--- config.mk ---
export PLATFORM = sky130hd
export DESIGN_NAME = bus_slave_regs
export DESIGN_NICKNAME = d
export VERILOG_FILES = /design/src/rtl/bus_slave_regs.sv
export SDC_FILE = /design/constraint.sdc
export NUM_CORES = 1
export LEC_CHECK = 0
export CAP_MARGIN = 20
export CORE_MARGIN = 5
export CORE_UTILIZATION = 45
export DETAILED_ROUTE_END_ITERATION = 8
export GPL_TIMING_DRIVEN = 0
export PLACE_DENSITY_LB_ADDON = 0.2
export SLEW_MARGIN = 0
export SYNTH_ARGS = -nofsm -noshare
export SYNTH_HDL_FRONTEND = slang
export SYNTH_SLANG_ARGS = --single-unit
--- constraint.sdc ---
create_clock -name clk -period 10.5 [get_ports clk]
set_input_delay 1.575 -clock clk [delete_from_list [all_inputs] [get_ports clk]]
set_output_delay 1.575 -clock clk [all_outputs]
set_load 0.01 [all_outputs]
--- src/rtl/bus_slave_regs.sv ---
// bus_slave_regs: bus slave with eight 32-bit registers and an asynchronous
// strobe/ready handshake.
//   reg 0..5 : read/write (reg 0 also drives ctrl_out)
//   reg 6    : read/write, or WAIT_CFG[3:0] when BUS_SLAVE_WAIT_EN is defined
//   reg 7    : ACC_CNT, read-only count of completed accesses
// Optional feature macro: BUS_SLAVE_WAIT_EN (programmable 0..15 wait states).
// rdy_n and rd_data are registered; rd_data is zero whenever rdy_n is high, so
// several slaves can be OR-combined on the bus.

module bus_slave_regs #(
    parameter logic [31:0] CTRL_INIT = 32'h0000_0000
) (
    input  logic        clk,
    input  logic        reset,
    input  logic        cs_n,
    input  logic        as_n,
    input  logic        rw,
    input  logic [29:0] addr,
    input  logic [31:0] wr_data,
    output logic [31:0] rd_data,
    output logic        rdy_n,
    output logic [31:0] ctrl_out
);

    typedef enum logic [1:0] {
        IDLE = 2'd0,
        WAIT = 2'd1,
        ACK  = 2'd2
    } state_t;

    state_t      state_r;
    state_t      state_next_s;
    logic [3:0]  cnt_r;
    logic [3:0]  cnt_next_s;
    logic [2:0]  idx_r;
    logic [2:0]  idx_next_s;
    logic        rw_r;
    logic        rw_next_s;
    logic [31:0] wdata_r;
    logic [31:0] wdata_next_s;
    logic [31:0] regs_r [0:6];
    logic [31:0] acc_cnt_r;
    logic [3:0]  wait_eff_s;
    logic [31:0] read_val_s;
    logic [31:0] write_val_s;
    logic        rdy_n_r;
    logic [31:0] rd_data_r;

    assign rd_data  = rd_data_r;
    assign rdy_n    = rdy_n_r;
    assign ctrl_out = regs_r[0];

    // Effective wait-state count, sampled when a request is accepted.
`ifdef BUS_SLAVE_WAIT_EN
    assign wait_eff_s = regs_r[6][3:0];
`else
    assign wait_eff_s = 4'd0;
`endif

    // Next-state logic: accept in IDLE, count down in WAIT, one cycle of ACK.
    always_comb begin
        state_next_s = state_r;
        cnt_next_s   = cnt_r;
        idx_next_s   = idx_r;
        rw_next_s    = rw_r;
        wdata_next_s = wdata_r;
        case (state_r)
            IDLE: begin
                if (!cs_n && !as_n) begin
                    idx_next_s   = addr[2:0];
                    rw_next_s    = rw;
                    wdata_next_s = wr_data;
                    if (wait_eff_s == 4'd0) begin
                        state_next_s = ACK;
                        cnt_next_s   = 4'd0;
                    end else begin
                        state_next_s = WAIT;
                        cnt_next_s   = wait_eff_s;
                    end
                end else begin
                    state_next_s = IDLE;
                end
            end
            WAIT: begin
                // Counter value k means k wait cycles remain including this one.
                if (cnt_r <= 4'd1) begin
                    state_next_s = ACK;
                    cnt_next_s   = 4'd0;
                end else begin
                    state_next_s = WAIT;
                    cnt_next_s   = cnt_r - 4'd1;
                end
            end
            ACK: begin
                state_next_s = IDLE;
            end
            default: begin
                state_next_s = IDLE;
                cnt_next_s   = 4'd0;
            end
        endcase
    end

    // Read mux for the index that will be acknowledged next.
    always_comb begin
        read_val_s = 32'd0;
        case (idx_next_s)
            3'd0:    read_val_s = regs_r[0];
            3'd1:    read_val_s = regs_r[1];
            3'd2:    read_val_s = regs_r[2];
            3'd3:    read_val_s = regs_r[3];
            3'd4:    read_val_s = regs_r[4];
            3'd5:    read_val_s = regs_r[5];
`ifdef BUS_SLAVE_WAIT_EN
            3'd6:    read_val_s = {28'd0, regs_r[6][3:0]};
`else
            3'd6:    read_val_s = regs_r[6];
`endif
            3'd7:    read_val_s = acc_cnt_r;
            default: read_val_s = 32'd0;
        endcase
    end

    // Write data as stored; WAIT_CFG keeps only its low nibble.
    always_comb begin
        write_val_s = wdata_r;
`ifdef BUS_SLAVE_WAIT_EN
        if (idx_r == 3'd6) begin
            write_val_s = {28'd0, wdata_r[3:0]};
        end else begin
            write_val_s = wdata_r;
        end
`endif
    end

    // FSM state, latched request and registered bus outputs.
    always_ff @(posedge clk or posedge reset) begin
        if (reset) begin
            state_r   <= IDLE;
            cnt_r     <= 4'd0;
            idx_r     <= 3'd0;
            rw_r      <= 1'b1;
            wdata_r   <= 32'd0;
            rdy_n_r   <= 1'b1;
            rd_data_r <= 32'd0;
        end else begin
            state_r <= state_next_s;
            cnt_r   <= cnt_next_s;
            idx_r   <= idx_next_s;
            rw_r    <= rw_next_s;
            wdata_r <= wdata_next_s;
            rdy_n_r <= (state_next_s == ACK) ? 1'b0 : 1'b1;
            // Data is captured on ACK entry, before the access count advances.
            rd_data_r <= ((state_next_s == ACK) && rw_next_s) ? read_val_s : 32'd0;
        end
    end

    // Register file and access counter; commits happen on the edge ending ACK.
    always_ff @(posedge clk or posedge reset) begin
        if (reset) begin
            regs_r[0] <= CTRL_INIT;
            for (int i = 1; i < 7; i++) begin
                regs_r[i] <= 32'd0;
            end
            acc_cnt_r <= 32'd0;
        end else if (state_r == ACK) begin
            acc_cnt_r <= acc_cnt_r + 32'd1;
            if (!rw_r && (idx_r != 3'd7)) begin
                regs_r[idx_r] <= write_val_s;
            end
        end
    end

endmodule

==> metrics.csv, run 1 <==
stage,metric,value,unit
outcome,run_status,"complete, no violations",
critical_path,element_type_at_the_critical_path_end,flop,
final_layout,fin_area,17700,µm²
sta,fin_hold_viols,0,
critical_path,rr_endpoint,rd_data[13]$_DFF_PP0_,
sta,max_clock_skew,0.0191,ns
routing,detail_route.drc_violations,0,
synth,syn_area_per_cell,12.0,µm²
final_layout,area_delta_synth_final,19.5,%
synth,synth-edff-count,0,
critical_path,cpMaxStageDelayCell,mux2i_2,
cts,path_clk_slew,0.05,ns
cts,cts_tree,built,
pwr,vdd.ir_drop.worst,133,µV
cts,ctsHtreeMaxLevel,2,
synth,synth_fp_nets,1312,
critical_path,worst_r2r_startpoint,state_r[0]$_DFF_PP0_,
critical_path,critical-path-max-stage-delay,0.78,ns
critical_path,largest_fanout_on_the_critical_path,10,
placed_design,gp_congestion,0.861,
floorplanning,top_level_ports,132,
synth,synth.yosys.seq_area_share,55.8,%
sta,layout_min_cycle_time,4.28,ns
synth,ys_dominant_reg_cell,dfrtp_1,
cts,cts.path.max_buffers,3,
synth,synth.cell_area,14900,µm²
sta,tightest_slew,0.933,ns
floorplanning,chipWidth,192,µm
final_layout,layout.core_utilization,54.5,%
synth,postSynthRegisterBits,331,
floorplanning,initial_core_util,45.7,%
synth,synth_top_cell_area_share,55.4,%
final_layout,nFillCells,2841,
floorplanning,dieArea,36700,µm²
global_routing,grt_remaining_overflow,0,
final_layout,nNetsFinal,1464,
critical_path,setup.worst_path.start_class,input pin,
floorplanning,floorplan_die_height,192,µm
sta,max_freq,234,MHz
final_layout,antenna-diode-count,0,
routing,vias,10500,
global_routing,grt_pass1_wl,62600,µm
final_layout,area_occupied_by_registers,8290,µm²
pwr,power_per_cell_area,234,nW/µm²
cts,clk_root_buffer_cell,clkbuf_16,
pwr,power.static_leakage,0.00808,µW
cts,cts_num_sinks,331,
worst_hold_path,worstHoldPathCells,1,
floorplanning,rows,66,
routing,ant_nets,0,
sta,postLayoutSetupSlackWorst,6.22,ns
synth,synth.distinct_cells,43,
worst_hold_path,worst_hold_path.endpoint,acc_cnt_r[31]$_DFFE_PP0P_,
final_layout,mostFrequentLayoutCell,dfrtp_1,
final_layout,post_route_cells_drive_above_1_share,25.7,%
pwr,fin_total_pwr,4160,µW
global_routing,grt_start_max_net_pins,42,
cts,cts_inserted_buffers,37,
placed_design,dp_worst_setup_slack,5.85,ns
floorplanning,design.core.area,32500,µm²
job,cap_viol_max_count,0,
worst_hold_path,holdCritStartpoint,acc_cnt_r[31]$_DFFE_PP0P_,
placed_design,io_buffer_count,104,
sta,headroom_to_the_max_slew_limit,36.6,%
synth,yosys-top-cells-area,"dfrtp_1 55%, mux2_2 17%, nand2_1 3.5%",
global_routing,grt_antenna_before_repair,0,
critical_path,worst_ep_required_time,10.94,ns
synth,synthCells,1242,
sta,rsz0062_at_grt,no,
placed_design,dpl_cell_area,16600,µm²
critical_path,crit_chain,clkdlybuf4s50_1 > or4_1 > buf_2 > mux2i_2 > clkbuf_1 > nand3_1 > o211ai_1 > o221a_2,
global_routing,number_of_global_route_vias_before_repair,10900,
synth,yosysWarningCount,0,
routing,drtPass1Iterations,5,
cts,cts_setup_buffers,0,
cts,post_cts_resize_count,0,
routing,routedWlPerCell,21.3,µm
synth,yosysTopAreaCell,dfrtp_1,
sta,slew_viol_final,0,
final_layout,mostFrequentLayoutCells,"329 x dfrtp_1, 224 x mux2_2, 138 x nand2_1",
global_routing,grt.total_usage,21.9,%
sta,setup_viol_count_final,0,
cts,clk_lat_worst_skew,0.52,ns
cts,cts.hold.buffers_added,0,
final_layout,multi_input_comb_area,5950,µm²
critical_path,r2r_cells,8,
worst_hold_path,timing.hold.worst.class,reg2reg,
routing,drt_iter0_drc,628,
critical_path,worstPathArrival,4.72,ns
routing,via_per_inst,5.62,
synth,synthArstFlopShare,100,%
sta,fin_crit_share,40.7,%
sta,timing.setup.tns,0,ns
routing,totalWireLength,39700,µm
critical_path,ff2ff_setup_slack,7.24,ns
critical_path,path_class,in2reg,
placed_design,hpwlAfterDp,27300,µm
-- through the flow --
step | std cells | hold WS, ns
after global placement | 1788 | 0.464
after global routing | 1861 | 0.506
after floorplan | 1242 | 0.442
after detailed placement | 1797 | 0.463
after CTS | 1861 | 0.472
final | 1861 | 0.473
-- routing by layer --
metal  vias to the layer above  global-route usage [%]  share of wire, %
met5                         -                       0                 0
met4                         0                    7.10               3.0
met3                        88                    4.02               5.4
met2                       257                    34.3                46
met1                      5352                    31.0                45
li1                       4756                       -                 -
-- cells in the mapped netlist, types with 2 or more instances --
library cell	n
a21o_1	2
a21oi_1	76
a31oi_1	27
and2_1	3
and3_1	5
and4_1	6
and4b_1	2
buf_1	16
buf_2	21
buf_4	34
clkbuf_1	45
dfrtp_1	329
dfstp_2	2
ha_1	3
inv_1	8
mux2_2	224
mux2i_1	30
mux2i_2	2
nand2_1	138
nand2b_1	12
nand3_1	47
nand4_1	9
nor2_1	13
nor2b_1	4
nor3_1	5
nor3b_1	4
nor4_1	2
o211ai_1	54
o21a_1	4
o21ai_0	44
o221a_1	7
o221a_2	20
o31a_1	4
or4_1	2
xnor2_1	21
xor2_1	10
-- worst max-delay path, delay by kind of cell --
family	cells	cell delay, ns
muxes	1	0.78
buffers and inverters	3	1.31
AOI/OAI and AO/OA	2	0.35
and+or+nand+nor	2	0.69
-- sequential cells by signal (all words and copies together), names as in the netlist --
name	cells
acc_cnt_r	32
cnt_r	4
ctrl_out	32
idx_r	3
rd_data	32
rdy_n	1
regs_r	192
rw_r	1
state_r	2
wdata_r	32
-- logic make-up after synthesis --
kind of cell / count (synthesis) / share of synthesized area, %
flip-flops: 331 / 55.8
multiplexers: 258 / 19.4
AND/OR/NAND/NOR: 253 / 7.88
AO/OA/AOI/OAI: 241 / 10.6
buffers and inverters: 125 / 4.19
XOR/XNOR: 31 / 1.83
adder cells (fa/ha/maj): 3 / 0.253
-- worst max path at each step --
stage	from	to	slack, ns	cells past startpoint
after detailed placement	as_n	rd_data[18]$_DFF_PP0_	5.85	8
after CTS	as_n	rd_data[18]$_DFF_PP0_	6.35	8
final	as_n	rd_data[13]$_DFF_PP0_	6.22	8
after global routing	as_n	rd_data[18]$_DFF_PP0_	6.17	8
after floorplan	reset	acc_cnt_r[0]$_DFFE_PP0P_	4.51	1
after global placement	reset	rd_data[24]$_DFF_PP0_	2.10	2
-- final cells by class --
cell class / count / share of cell area, %
Timing Repair Buffer: 113 / 6.88
Buffer: 116 / 3.32
Clock inverter: 9 / 0.451
Multi-Input combinational cell: 786 / 33.5
Clock buffer: 55 / 5.82
Tap cell: 442 / 3.12
Inverter: 9 / 0.212
Sequential cell: 331 / 46.7
-- report_power, final --
group	internal, µW	switching, µW	total [µW]	leakage [µW]
Combinational	575	441	1020	0.00319
Sequential	1660	270	1930	0.00435
Clock	706	505	1210	0.000544
Total	2940	1220	4160	0.00808
Power figures use the tool's default switching activity.
==> run 2: changes to the inputs <==
clock period = 4 ns   (was 10.5 ns; I/O delays follow)
==> results of run 2 <==
The final DEF is identical to that of run 1. Status: complete, no violations.
Among the figures that moved: setup slack after placement 5.85 ns -> 0.324 ns; clock-pin slew on the worst setup and hold paths 0.05 ns -> 0.06 ns; setup slack after layout 6.22 ns -> 0.699 ns; hold slack 0.473 ns -> 0.418 ns; register-to-register setup slack 7.24 ns -> 0.74 ns; total power 4160 µW -> 10900 µW; worst IR drop on VDD 133 µV -> 348 µV
==> run 3: changes to the inputs <==
clock period = 2.8 ns   (was 4 ns; I/O delays follow)
==> run 3 against run 2 <==
Compared with the run above: utilization up 0.45 points; clock skew is 0.00086 ns higher; first-iteration DRC count increased by 8.9%; flip-flop and latch count is the same; worst setup slack lost 0.64 ns; count of clock-buffer cells in the layout did not move; global-route usage grew 0.055 points; power grew 43%; sequential power grew 43%; critical endpoint is now rd_data[8]$_DFF_PP0_; highest routed layer unchanged.
==> metrics.csv, run 3 (same netlist as run 1, synthesis figures left out) <==
stage,metric,value,unit,change
outcome,run_status,"complete, no violations",,
sta,fin_hold_viols,0,,unchanged
routing,route.layer.met1.wl,17800,µm,-1.5%
cts,cts_num_sinks,331,,unchanged
routing,route.met3.wl,2370,µm,+10%
floorplanning,floorplan_die_height,192,µm,unchanged
critical_path,largest_fanout_on_the_critical_path,10,,unchanged
pwr,vdd.ir_drop.worst,496,µV,
final_layout,nNetsFinal,1466,,+0.14%
cts,clk_lat_worst_skew,0.52,ns,about the same
critical_path,setup.worst_path.start_class,flop,,
floorplanning,design.core.area,32500,µm²,unchanged
cts,cts.hold.buffers_added,0,,unchanged
sta,layout_min_cycle_time,2.74,ns,
worst_hold_path,timing.hold.worst.class,in2async,,
routing,drtPass1Iterations,5,,unchanged
final_layout,mostFrequentLayoutCell,dfrtp_1,,
placed_design,io_buffer_count,104,,unchanged
final_layout,layout.core_utilization,55.0,%,+0.45 points
critical_path,worst_ep_required_time,3.25,ns,
sta,max_clock_skew,0.0200,ns,+0.000864 ns
pwr,power_per_cell_area,876,nW/µm²,
cts,cts.path.max_buffers,3,,unchanged
pwr,power.static_leakage,0.00820,µW,+1.5%
global_routing,grt_pass1_wl,62700,µm,+0.26%
final_layout,area_occupied_by_registers,8290,µm²,unchanged
sta,tightest_slew,0.919,ns,-0.0134 ns
final_layout,mostFrequentLayoutCells,"329 x dfrtp_1, 224 x mux2_2, 138 x nand2_1",,
sta,headroom_to_the_max_slew_limit,38.7,%,+2.1 points
sta,setup_viol_count_final,0,,unchanged
routing,max_layer_used,met4,,
routing,detailroute.wirelength.met2,18400,µm,+0.63%
sta,max_freq,365,MHz,
critical_path,worstPathArrival,3.18,ns,
job,cap_viol_max_count,0,,unchanged
floorplanning,dieArea,36700,µm²,unchanged
critical_path,path_class,reg2reg,,
cts,ctsHtreeMaxLevel,2,,unchanged
routing,routedWlPerCell,21.4,µm,+0.15%
final_layout,nFillCells,2826,,-0.53%
global_routing,grt_start_max_net_pins,42,,unchanged
sta,slew_viol_final,0,,unchanged
routing,drt_iter0_drc,684,,+8.9%
final_layout,antenna-diode-count,0,,unchanged
global_routing,number_of_global_route_vias_before_repair,11000,,+0.45%
final_layout,max_ffs_per_register,192,,unchanged
global_routing,grt_remaining_overflow,0,,unchanged
routing,via_per_inst,5.65,,+0.62%
placed_design,hpwlAfterDp,27300,µm,unchanged
cts,path_clk_slew,0.06,ns,
final_layout,multi_input_comb_area,5980,µm²,+0.55%
floorplanning,chipWidth,192,µm,unchanged
routing,totalWireLength,39800,µm,+0.25%
cts,clk_root_buffer_cell,clkbuf_16,,
routing,vias,10500,,+0.73%
cts,cts_inserted_buffers,37,,unchanged
sta,fin_crit_share,97.7,%,
final_layout,area_delta_synth_final,20.4,%,
cts,cts_tree,built,,
critical_path,cp-startpoint,state_r[0]$_DFF_PP0_,,
pwr,fin_total_pwr,15700,µW,
routing,ant_nets,0,,unchanged
global_routing,grt.total_usage,21.9,%,+0.055 points
placed_design,gp_congestion,0.861,,unchanged
floorplanning,initial_core_util,45.7,%,unchanged
floorplanning,top_level_ports,132,,unchanged
sta,rsz0062_at_grt,no,,
floorplanning,rows,66,,unchanged
critical_path,element_type_at_the_critical_path_end,flop,,
final_layout,post_route_cells_drive_above_1_share,28.1,%,+2.4 points
routing,detail_route.drc_violations,0,,unchanged
final_layout,largest_register,regs_r,,
critical_path,worst_r2r_startpoint,state_r[0]$_DFF_PP0_,,
global_routing,grt_antenna_before_repair,0,,unchanged
## run 3: cell types whose count changed in the layout (fill, tap and decap cells not counted), moves of 3 or more
cell / delta
buf_2: -10
clkbuf_1: -26
clkbuf_4: +6
buf_6: +5
buf_1: -3
clkbuf_2: +22
buf_4: +8
## run 3: report_power, final
group	switching, µW	internal, µW	leakage, µW
registers	1010	6240	0.00435
clock network	1890	2650	0.000544
logic	1670	2210	0.00331
total	4570	11100	0.00820
## run 3: critical path: stages (launching register included)
cell and delay (ns):
dfrtp_1 0.36, buf_2 0.18, or4_1 0.56, buf_6 0.19
mux2i_4 0.41, buf_2 0.35, a21oi_1 0.11, a21oi_1 0.26
o221a_2 0.23
## run 3: routing by layer
layer / GRT usage [%] / up-vias
met5: 0 / -
met3: 3.96 / 84
li1: - / 4765
met1: 31.1 / 5363
met2: 34.3 / 317
met4: 7.35 / 0
## run 3: cell type report
class | instances | area share, %
tap | 442 | 3.09
clock buffer | 55 | 5.78
multi-input combinational | 786 | 33.4
inverter | 9 | 0.210
timing repair buffer | 116 | 6.95
buffer | 115 | 3.80
sequential | 331 | 46.3
clock inverter | 9 | 0.448
## run 3: stage by stage
| step | setup WS [ns] | hold WS (ns) | setup TNS (ns) | cell area [µm²] | std cells |
|---|---|---|---|---|---|
| finish | 0.0631 | 0.237 | 0 | 17900 | 1863 |
| detailed placement | -0.696 | 0.463 | -21.68 | 16600 | 1797 |
| global placement | -4.44 | 0.464 | -1474.26 | 16500 | 1788 |
| CTS | 0.0132 | 0.237 | 0 | 17800 | 1861 |
| global route | 0.00321 | 0.263 | 0 | 17900 | 1863 |
| floorplan | -2.04 | 0.442 | -672.52 | 14900 | 1242 |
## run 3: repair_timing
| action | 4_1_cts | 5_1_grt |
|---|---|---|
| gates cloned | 0 | 0 |
| gates resized for setup | 31 | 38 |
| buffers inserted | 0 | 3 |
| pin swaps | 0 | 2 |
| endpoints found under the setup margin | 31 | 69 |
## run 3: path summary, 6_finish.rpt
| kind | end | slack [ns] | depth (start not counted) |
|---|---|---|---|
| max | rd_data[8]$_DFF_PP0_ | 0.06 | 8 |
| min | rd_data[5]$_DFF_PP0_ | 0.24 | 2 |
| max reg2reg | rd_data[8]$_DFF_PP0_ | 0.06 | 8 |
| min reg2reg | acc_cnt_r[31]$_DFFE_PP0P_ | 0.47 | 1 |
| max in group asynchronous | wdata_r[22]$_DFFE_PP0P_ | 1.46 | 5 |
| min in group clk | wdata_r[25]$_DFFE_PP0P_ | 0.43 | 3 |
